==> src/rtl/udp_tx_arbiter.sv <==
// Three-port round-robin packet arbiter feeding a single registered byte stream.
// Optional length check enabled by defining UDP_TX_ARB_LEN_CHECK_EN.
module udp_tx_arbiter #(
  parameter int GAP_CYCLES = 2,
  parameter int LEN_W      = 16
) (
  input  logic             i_clk,
  input  logic             i_rst,
  input  logic [7:0]       i_s0_data,
  input  logic [LEN_W-1:0] i_s0_user,
  input  logic             i_s0_valid,
  input  logic             i_s0_last,
  output logic             o_s0_ready,
  input  logic [7:0]       i_s1_data,
  input  logic [LEN_W-1:0] i_s1_user,
  input  logic             i_s1_valid,
  input  logic             i_s1_last,
  output logic             o_s1_ready,
  input  logic [7:0]       i_s2_data,
  input  logic [LEN_W-1:0] i_s2_user,
  input  logic             i_s2_valid,
  input  logic             i_s2_last,
  output logic             o_s2_ready,
  output logic [LEN_W-1:0] o_send_len,
  output logic [7:0]       o_send_data,
  output logic             o_send_valid,
  output logic             o_send_last,
  input  logic             i_send_ready,
  output logic [1:0]       o_grant,
  output logic             o_busy,
  output logic             o_err_len,
  output logic [7:0]       o_err_cnt
);

  typedef enum logic [1:0] {IDLE, XFER, GAP} state_t;

  localparam int GW = (GAP_CYCLES > 1) ? $clog2(GAP_CYCLES) : 1;
  localparam logic [GW-1:0] GAP_LAST = GW'((GAP_CYCLES > 0) ? GAP_CYCLES - 1 : 0);

  state_t           state;
  logic [1:0]       rr_ptr;
  logic [LEN_W-1:0] beat_cnt;
  logic [GW-1:0]    gap_cnt;
  logic             in_done;

  logic [2:0]       req;
  logic [1:0]       pick, o0, o1, o2;
  logic             found;
  logic [LEN_W-1:0] pick_user;
  logic             cur_valid, cur_last;
  logic [7:0]       cur_data;
  logic             can_take, take, out_hs;

  assign req = {i_s2_valid, i_s1_valid, i_s0_valid};

  // Search order starts one past the last granted port.
  always_comb begin
    case (rr_ptr)
      2'd0:    begin o0 = 2'd1; o1 = 2'd2; o2 = 2'd0; end
      2'd1:    begin o0 = 2'd2; o1 = 2'd0; o2 = 2'd1; end
      default: begin o0 = 2'd0; o1 = 2'd1; o2 = 2'd2; end
    endcase
    found = 1'b1;
    if (req[o0])      pick = o0;
    else if (req[o1]) pick = o1;
    else if (req[o2]) pick = o2;
    else begin
      pick  = 2'd0;
      found = 1'b0;
    end
  end

  always_comb begin
    case (pick)
      2'd0:    pick_user = i_s0_user;
      2'd1:    pick_user = i_s1_user;
      default: pick_user = i_s2_user;
    endcase
  end

  always_comb begin
    cur_valid = 1'b0;
    cur_data  = 8'd0;
    cur_last  = 1'b0;
    case (o_grant)
      2'd0:    begin cur_valid = i_s0_valid; cur_data = i_s0_data; cur_last = i_s0_last; end
      2'd1:    begin cur_valid = i_s1_valid; cur_data = i_s1_data; cur_last = i_s1_last; end
      2'd2:    begin cur_valid = i_s2_valid; cur_data = i_s2_data; cur_last = i_s2_last; end
      default: begin cur_valid = 1'b0; cur_data = 8'd0; cur_last = 1'b0; end
    endcase
  end

  // The output register can take a beat whenever it is empty or being drained this cycle.
  assign can_take   = (state == XFER) && !in_done && (!o_send_valid || i_send_ready);
  assign take       = can_take && cur_valid;
  assign out_hs     = o_send_valid && i_send_ready;
  assign o_s0_ready = can_take && (o_grant == 2'd0);
  assign o_s1_ready = can_take && (o_grant == 2'd1);
  assign o_s2_ready = can_take && (o_grant == 2'd2);
  assign o_busy     = (state != IDLE);

  always_ff @(posedge i_clk or posedge i_rst) begin
    if (i_rst) begin
      state        <= IDLE;
      rr_ptr       <= 2'd2;
      o_grant      <= 2'd3;
      o_send_len   <= '0;
      o_send_data  <= 8'd0;
      o_send_valid <= 1'b0;
      o_send_last  <= 1'b0;
      beat_cnt     <= '0;
      gap_cnt      <= '0;
      in_done      <= 1'b0;
    end else begin
      case (state)
        IDLE: begin
          if (found) begin
            state      <= XFER;
            o_grant    <= pick;
            rr_ptr     <= pick;
            o_send_len <= pick_user;
            beat_cnt   <= '0;
            in_done    <= 1'b0;
          end
        end
        XFER: begin
          if (take) begin
            o_send_data  <= cur_data;
            o_send_last  <= cur_last;
            o_send_valid <= 1'b1;
            if (beat_cnt != '1) beat_cnt <= beat_cnt + 1'b1;
            if (cur_last) in_done <= 1'b1;
          end else if (out_hs) begin
            o_send_valid <= 1'b0;
            o_send_last  <= 1'b0;
          end
          // Once the last input beat is in, no take can coincide with this handshake.
          if (out_hs && o_send_last) begin
            gap_cnt <= '0;
            if (GAP_CYCLES == 0) begin
              state   <= IDLE;
              o_grant <= 2'd3;
            end else begin
              state <= GAP;
            end
          end
        end
        GAP: begin
          if (gap_cnt == GAP_LAST) begin
            state   <= IDLE;
            o_grant <= 2'd3;
          end else begin
            gap_cnt <= gap_cnt + 1'b1;
          end
        end
        default: state <= IDLE;
      endcase
    end
  end

`ifdef UDP_TX_ARB_LEN_CHECK_EN
  logic             len_bad;
  logic [LEN_W:0]   beats_seen;

  // beat_cnt excludes the beat being accepted now, hence the +1.
  assign beats_seen = {1'b0, beat_cnt} + (LEN_W + 1)'(1);
  assign len_bad    = (beats_seen != {1'b0, o_send_len}) || (o_send_len == '0);

  always_ff @(posedge i_clk or posedge i_rst) begin
    if (i_rst) begin
      o_err_len <= 1'b0;
      o_err_cnt <= 8'd0;
    end else begin
      o_err_len <= 1'b0;
      if (take && cur_last && len_bad) begin
        o_err_len <= 1'b1;
        if (o_err_cnt != 8'hFF) o_err_cnt <= o_err_cnt + 1'b1;
      end
    end
  end
`else
  assign o_err_len = 1'b0;
  assign o_err_cnt = 8'd0;
`endif

endmodule
==> config.mk <==
export PLATFORM = sky130hd
export DESIGN_NAME = udp_tx_arbiter
export DESIGN_NICKNAME = d
export VERILOG_FILES = /design/src/rtl/udp_tx_arbiter.sv
export SDC_FILE = /design/constraint.sdc
export NUM_CORES = 1
export LEC_CHECK = 0
export ABC_AREA = 1
export BUFFER_PORTS_ARGS = -buffer_cell sky130_fd_sc_hd__buf_2
export CAP_MARGIN = 20
export CELL_PAD_IN_SITES_DETAIL_PLACEMENT = 1
export CELL_PAD_IN_SITES_GLOBAL_PLACEMENT = 2
export CORE_MARGIN = 1.5
export CORE_UTILIZATION = 22
export DETAILED_ROUTE_END_ITERATION = 6
export PLACE_DENSITY_LB_ADDON = 0.08
export SLEW_MARGIN = 20
export SYNTH_ARGS = -nofsm -noshare
export SYNTH_HDL_FRONTEND = slang
export SYNTH_SLANG_ARGS = --single-unit
==> constraint.sdc <==
create_clock -name i_clk -period 2 [get_ports i_clk]
set_input_delay 0.3 -clock i_clk [delete_from_list [all_inputs] [get_ports i_clk]]
set_output_delay 0.3 -clock i_clk [all_outputs]
set_load 0.01 [all_outputs]
# == Word-level counts from Yosys, hierarchy flattened ==
# Cells that the tools add are included.
# totals
reg_bits,34
elab_cells,87
in_bits,81
# classes
n_mux,36
n_addsub,1
reduce_logical,27
eq_ne,11
n_lt_le_gt_ge,3
# op_table
operator,count
$pmux W16 S2,1
$pmux W8 S3,1
$mux W2,8
$pmux W2 S2,4
$mux W1,14
$reduce_bool A2 Y1,5
$lt A2 B3 Y1 const B,3
$eq A2 B1 Y1 const B,4
$logic_and A1 B1 Y1,8
$logic_not A2 Y1,4
$ne A2 B2 Y1 const B,4
$reduce_and A2 Y1,4
$bmux W1 S2,3
$pmux W1 S3,2
$pmux W2 S3,1
$reduce_and A3 Y1,2
$eq A2 B2 Y1 const B,2
$pmux W1 S2,2
$reduce_and A4 Y1,1
$logic_not A1 Y1,2
$ne A2 B1 Y1 const B,1
$add A1 B1 Y1 const B,1
$logic_or A1 B1 Y1,1

# == Logic depth before layout (Yosys ltp) ==
# Gate-level depths: netlist of run 1.
# logic_depth
depth_word,9
mapped_depth,12

# == Worst setup path after synthesis of run 1 ==
# OpenSTA, ideal clock, no wires.
# synth_path
path_kind,reg2reg
startpoint,reg rr_ptr[1]
endpoint,reg o_send_len[10]
stages_incl_launch_ff,13
required_ns,1.883
period_less_slack_ns,1.622
slack_ns,0.378
arrival_ns,1.505
cell_sequence,dfstp_2 -> nor2_1 -> nand2_2 -> nand2_2 -> nor2_4 -> nand2_2 -> nand2_4 -> inv_2 -> buf_4 -> nand3_1 -> nand2_1 -> inv_1 -> nand2_1
# synth_via
elab_chain_len,9
# synth_lines
item,line_no,source
"start, declared",41,logic [1:0] rr_ptr;
"start signal, assigned",120,rr_ptr <= pick;
$eq A2 B1 Y1 or $logic_not A2 Y1 (tied branches),58,case (rr_ptr)
$pmux W2 S2,58,
$bmux W1 S2,66,else if (req[o2]) pick = o2;
$mux W1 (not written as such),66,
$mux W2,66,
$mux W2,65,else if (req[o1]) pick = o1;
$mux W2,64,if (req[o0]) pick = o0;
$eq A2 B1 Y1 or $logic_not A2 Y1 (tied branches),74,case (pick)
$pmux W16 S2,74,
"end signal, assigned",121,o_send_len <= pick_user;
"end, declared",24,"output logic [LEN_W-1:0] o_send_len,"
# Parallel ways exist; a longest one is shown, timed or not. The select of a mux whose other input is x is not followed.
# A chain may end at the register's enable or synchronous reset.

# == Final worst setup path of run 1 ==
# layout_path
startpoint,reg rr_ptr[1]
endpoint,reg o_grant[1]
# layout_via
elab_chain_len,9
# layout_lines
item,line_no,source
$eq A2 B1 Y1 or $logic_not A2 Y1 (tied branches),58,
$pmux W2 S2,58,
$bmux W1 S2,66,
$mux W1 (not written as such),66,
$mux W2 or $mux W1 (tied branches),66,
$mux W2 or $mux W1 (tied branches),65,
$mux W2 or $mux W1 (tied branches),64,
$mux W2 or $ne A2 B2 Y1 (tied branches),-,
$pmux W2 S2 or $reduce_and A3 Y1 (tied branches),-,
"end signal, assigned",119,o_grant <= pick;
"end, declared",29,"output logic [1:0] o_grant,"
# Parallel ways exist; a longest one is shown, timed or not. The select of a mux whose other input is x is not followed.

==> results of run 1 <==
-- cell usage in the layout (no fill, tap or decap), types with 2 or more instances in the layout --
master	synthesis	final
nand2_1	136	136
buf_2	2	113
nor2_1	56	55
dfrtp_1	31	31
nand3_1	20	20
inv_1	19	19
nand4_1	11	11
conb_1	1	9
buf_4	11	9
clkbuf_8	0	6
inv_2	6	5
nand2_2	4	4
nand2_4	4	4
nor2_4	3	3
a21oi_1	3	3
dfstp_2	3	3
nor2_2	1	2
nor3_2	1	2
o21ai_0	2	2
clkinv_1	2	2
o31ai_1	2	2
-- power groups by stage --
stage	clock network, mW	logic (mW)	registers [mW]
after floorplan	0	1.59	1.36
after global placement	0	2.56	1.27
after detailed placement	0	2.58	1.27
after CTS	0.559	2.59	1.26
after global routing	0.579	2.98	1.30
final	0.525	2.57	1.25
-- final cells by class --
class	instances	area share (%)
sequential	34	28.8
clock buffer	7	2.91
inverter	27	3.50
tap	129	5.43
timing repair buffer	122	21.3
multi-input combinational	257	37.9
clock inverter	1	0.168
-- sequential cells by signal, summed over array words and instances, names as in the netlist --
| name | cells |
|---|---|
| o_send_len | 16 |
| o_send_data | 8 |
| o_grant | 2 |
| rr_ptr | 2 |
| state | 2 |
| gap_cnt | 1 |
| in_done | 1 |
| o_send_last | 1 |
| o_send_valid | 1 |
-- how the worst min path moves through the flow --
stage                from              to  slack, ns  cells after the start
detailed placement  i_rst  o_send_len[15]       0.44                      3
global route        i_rst  o_send_data[3]       0.15                      3
finish              i_rst  o_send_len[15]       0.11                      3
floorplan           i_rst         gap_cnt       0.44                      1
global placement    i_rst  o_send_len[15]       0.44                      3
CTS                 i_rst     o_send_last       0.13                      3
-- worst register-to-register path: stages (launching register included) --
cell     delay (ns)
dfstp_2        0.60
nor2_2         0.08
nand2_2        0.10
nand2_2        0.07
nor2_4         0.16
nand2_4        0.13
nand2_4        0.18
nor2_4         0.06
buf_2          0.16
buf_4          0.14
a21oi_1        0.11
-- what timing repair did --
item	CTS	global route
resized for setup	0	4
hold endpoints to repair	0	0
endpoints found under the setup margin	0	20
buffers inserted	0	3
-- stage by stage --
step | utilization [%] | hold slack (ns) | cell area [µm²]
2_1_floorplan | - | 0.439 | 2180
3_3_place_gp | 30.4 | 0.441 | 2850
3_5_place_dp | 30.4 | 0.439 | 2850
4_1_cts | 31.4 | 0.130 | 2940
5_1_grt | 31.7 | 0.152 | 2970
6_report | 31.7 | 0.111 | 2970
-- logic make-up (layout without fill, tap and decap cells) --
kind of cell | after synthesis | in the layout
simple gates | 237 | 237
buf+inv | 41 | 157
flops | 34 | 34
compound gates | 11 | 11
other cells | 1 | 9
-- metal layers --
metal / up-vias / wire [µm]
met5: - / 0
met4: 0 / 71
li1: 1231 / -
met2: 56 / 3590
met1: 1103 / 3300
met3: 5 / 374
==> impl_metrics.py, run 1 <==
metrics = {
    "placement": {
        "globalplace.congestion": 0.736,
        "hpwl_um": 5800,
        "dp.cells": 566,
        "io_buffers": 112,
        "place_ws_ns": 0.125,
    },
    "timing": {
        "setup_viol": 0,
        "period_needed_ns": 1.86,
        "setup_ws_ns": 0.144,
        "max_freq_ghz": 0.539,
        "fin_skew_ns": 0.00542,
        "final_hold_viol_count": 0,
        "timing.final.crit_share_pct": 92.8,
        "slew_violations": 0,
        "setup_tns_ns": 0,
    },
    "routing": {
        "drt_iter0_markers": 56,
        "post_drt_wl_per_cell_um": 12.7,
        "dr.pass1.iters": 4,
        "postRouteAntennaNets": 0,
        "vias": 2395,
        "vias_per_cell": 4.15,
        "drc_errors": 0,
        "wl_um": 7340,
    },
    "run": {
        "maxCapViolCount": 0,
    },
    "critical_path": {
        "path_class": "flop to flop",
        "cp_slowest_cell": "dfstp_2",
        "crit_family": "simple AND/OR/NAND/NOR gates",
        "cp-end-kind": "flop",
        "r2r.worst_path.cells": 10,
        "worst_r2r_endpoint": "o_grant[1]",
        "setup.worst_path.end": "o_grant[1]",
        "crit_fanout": 10,
        "r2r_slack_ns": 0.14,
        "crit_path_start": "rr_ptr[1]",
        "cp_num_cells": 10,
        "crit_buf_inv": 2,
        "critical_path_arrival_ns": 2.07,
        "cp_cell_sequence": "nor2_2 -> nand2_2 -> nand2_2 -> nor2_4 -> nand2_4 -> nand2_4 -> nor2_4 -> buf_2 -> buf_4 -> a21oi_1",
        "max_stage_delay_ns": 0.60,
        "start_kind": "flop",
        "reg2reg_from": "rr_ptr[1]",
        "required_ns": 2.22,
    },
    "logic_synthesis": {
        "synth_top_cell_by_area": "dfrtp_1",
        "yosysMostFrequentCell": "nand2_1",
        "synth_simple_gate_area_share_pct": 47.2,
        "synth-seq-cells": 34,
        "synthFlopType": "dfrtp_1",
        "synth_compound_area_share_pct": 3.26,
        "synth_top_area_share_pct": 36.1,
        "syn_area_um2": 2150,
        "avgSynthCellArea_um2": 6.63,
        "synthMuxAreaShare_pct": 0,
        "synth_top_family_by_area": "simple AND/OR/NAND/NOR gates",
        "synth_edf_count": 0,
        "yosys_warnings": 0,
        "yosysSeqAreaShare_pct": 39.8,
        "synth_commonest_cells": "nand2_1 (136), nor2_1 (56), dfrtp_1 (31), nand3_1 (20), inv_1 (19)",
        "synth_cell_types": 26,
        "async_flop_share_pct": 100,
        "synthXorXnorAreaFrac_pct": 0,
        "synthTopCellsByArea": "dfrtp_1 (36%), nand2_1 (24%), nor2_1 (9.8%), nand3_1 (4.7%), buf_4 (3.8%)",
        "synthAdderAreaFrac_pct": 0,
        "netlist_instances": 324,
    },
    "grt": {
        "met1_usage_pct": 19.3,
        "busiest_layer": "met2",
        "grt_first_pass_wirelength_um": 12000,
        "grt_pass1_vias": 2490,
        "grt_use_met3_pct": 3.15,
        "antenna_found_initial": 0,
        "grt_max_degree": 35,
        "grt.met2_usage_pct": 24.9,
        "overflow": 0,
        "grt_use_total_pct": 14.8,
    },
    "cells_and_area": {
        "fillerInstances": 1266,
        "fin_cells": 577,
        "multi_input_area_um2": 1130,
        "diodes": 0,
        "syn_to_final_growth_pct": 38.3,
        "drive_gt1_share_pct": 34.4,
        "seq_area_um2": 855,
        "nets": 528,
    },
    "clocking": {
        "postCtsHoldBufs": 0,
        "htree_levels": 2,
        "clockBufferDepth": 2,
        "numCtsBuffers": 5,
        "clk_latency_ns": 0.28,
        "cts.clk_slew.worst_paths_ns": 0.07,
        "cts.sinks": 34,
        "cts_root_buf": "clkbuf_8",
        "cts_tree": "yes",
    },
    "power_and_ir_drop": {
        "ir_drop_uv": 346,
        "internal_power_mw": 2.25,
        "power_density_nw_per_um2": 1460,
        "p_sw_mw": 2.09,
        "total_power_mw": 4.34,
        "power_frac_seq_pct": 28.8,
        "leakagePower_nw": 1.70,
        "swShare_pct": 48.1,
        "power_frac_clock_pct": 12.1,
        "pwr-share-comb_pct": 59.1,
    },
    "die": {
        "die_w_um": 102,
        "die_h_um": 102,
        "initial_core_util_pct": 22.9,
        "design.portCount": 122,
        "dieArea_um2": 10400,
        "row_count": 35,
        "fp.coreArea_um2": 9370,
    },
    "worst_hold_path": {
        "hp-class": "input pin to async pin",
    },
    "outcome": {
        "status": "completed",
    },
}
Power figures use the tool's default switching activity.
==> run 2: changes to the inputs <==
--- a/config.mk
+++ b/config.mk
@@ -14,6 +14,7 @@
 export CORE_UTILIZATION = 22
 export DETAILED_ROUTE_END_ITERATION = 6
 export PLACE_DENSITY_LB_ADDON = 0.08
+export REMOVE_ABC_BUFFERS = 1
 export SLEW_MARGIN = 20
 export SYNTH_ARGS = -nofsm -noshare
 export SYNTH_HDL_FRONTEND = slang
==> impl_metrics.py, run 2 (synthesis results as in run 1) <==
metrics = {
    "grt": {
        "grt_max_degree": 35,
        "busiest_layer": "met2",
        "grt_use_total_pct": 15.0,
        "grt_first_pass_wirelength_um": 11900,
        "grt_use_met3_pct": 3.15,
        "antenna_found_initial": 0,
        "met1_usage_pct": 18.5,
        "grt_pass1_vias": 2439,
        "overflow": 0,
        "grt.met2_usage_pct": 25.6,
    },
    "cells_and_area": {
        "largest-register": "o_send_len",
        "drive_gt1_share_pct": 34.5,
        "fin_cells": 576,
        "layout_common_cells": "nand2_1 (136), buf_2 (112), nor2_1 (55)",
        "nets": 527,
        "final_common_cell": "nand2_1",
        "final_util_pct": 31.9,
        "reg_top3": "o_send_len: 16 flops, o_send_data: 8 flops",
        "diodes": 0,
        "largest_reg_flops": 16,
        "syn_to_final_growth_pct": 39.4,
    },
    "critical_path": {
        "cp-end-kind": "flop",
        "reg2reg_from": "o_grant[1]",
        "critical_path_arrival_ns": 1.99,
        "crit_path_start": "o_grant[1]",
        "crit_fanout": 10,
        "start_kind": "flop",
        "path_class": "flop to flop",
        "required_ns": 2.20,
    },
    "timing": {
        "fin_skew_ns": 0.00979,
        "rsz0062_at_grt": "no",
        "setup_tns_ns": 0,
        "setup_viol": 0,
        "max_freq_ghz": 0.561,
        "slew_violations": 0,
        "timing.final.crit_share_pct": 89.1,
        "hold-worst-slack_ns": 0.111,
        "period_needed_ns": 1.78,
        "final_hold_viol_count": 0,
    },
    "die": {
        "initial_core_util_pct": 22.9,
        "dieArea_um2": 10400,
        "design.portCount": 122,
        "row_count": 35,
        "die_h_um": 102,
        "die_w_um": 102,
        "fp.coreArea_um2": 9370,
    },
    "routing": {
        "drc_errors": 0,
        "post_drt_wl_per_cell_um": 12.8,
        "vias": 2384,
        "vias_per_cell": 4.14,
        "postRouteAntennaNets": 0,
        "wl_um": 7350,
        "drt_iter0_markers": 37,
        "dr.pass1.iters": 4,
    },
    "clocking": {
        "cts.sinks": 34,
        "cts_tree": "yes",
        "clockBufferDepth": 2,
        "htree_levels": 2,
        "postCtsHoldBufs": 0,
        "clk_latency_ns": 0.29,
        "cts_root_buf": "clkbuf_8",
        "numCtsBuffers": 5,
        "cts.clk_slew.worst_paths_ns": 0.08,
    },
    "placement": {
        "globalplace.congestion": 0.711,
        "io_buffers": 112,
        "hpwl_um": 5710,
        "dp.cells": 564,
    },
    "power_and_ir_drop": {
        "ir_drop_uv": 413,
        "power_density_nw_per_um2": 1480,
        "total_power_mw": 4.44,
        "leakagePower_nw": 1.70,
    },
    "run": {
        "maxCapViolCount": 0,
    },
    "worst_hold_path": {
        "hp-class": "input pin to async pin",
    },
    "outcome": {
        "status": "completed",
    },
}
run 2: worst max-delay path, cell delays in order, from the launching register on:
cell	delay (ns)
dfstp_2	0.40
nor2_2	0.37
inv_1	0.11
o221ai_1	0.20
nand2_2	0.21
inv_2	0.22
nand2_1	0.11
o31ai_1	0.08
run 2: metrics by stage:
step / instance area (µm²) / worst slack [ns]
global route: 2990 / 0.0139
detailed placement: 2830 / 0.105
CTS: 2930 / 0.0762
global placement: 2830 / 0.128
finish: 2990 / 0.219
floorplan: 2070 / 0.297
run 2: final timing paths:
kind	end	slack, ns	cells past startpoint
hold reg to reg	o_send_data[6]	0.48	2
setup reg to reg	o_send_last	0.22	7
setup / recovery	o_send_last	0.22	7
max in group asynchronous	rr_ptr[1]	1.54	3
hold / removal	o_send_len[4]	0.11	3
min in group i_clk	o_send_len[13]	0.29	5
run 2: power by group:
part           total (mW)  internal, mW  switching (mW)
clock               0.547         0.277           0.271
sequential           1.25          1.03           0.216
combinational        2.64         0.971            1.67
total                4.44          2.28            2.15
run 2: layout make-up:
type | instances | area (µm²)
Timing Repair Buffer | 120 | 633
Multi-Input combinational cell | 258 | 1150
Clock buffer | 6 | 82.6
Tap cell | 129 | 161
Clock inverter | 2 | 12.5
Inverter | 27 | 104
Sequential cell | 34 | 855
Fill cell | 1249 | 6380
run 2: repair_timing:
| action | CTS | global route |
|---|---|---|
| endpoints found under the setup margin | 0 | 21 |
| buffers inserted | 0 | 3 |
| gates resized for setup | 0 | 6 |
run 2: routing by layer:
| layer | routed length, µm | up-vias |
|---|---|---|
| li1 | - | 1228 |
| met1 | 3340 | 1088 |
| met2 | 3560 | 59 |
| met3 | 311 | 9 |
| met4 | 137 | 0 |
| met5 | 0 | - |
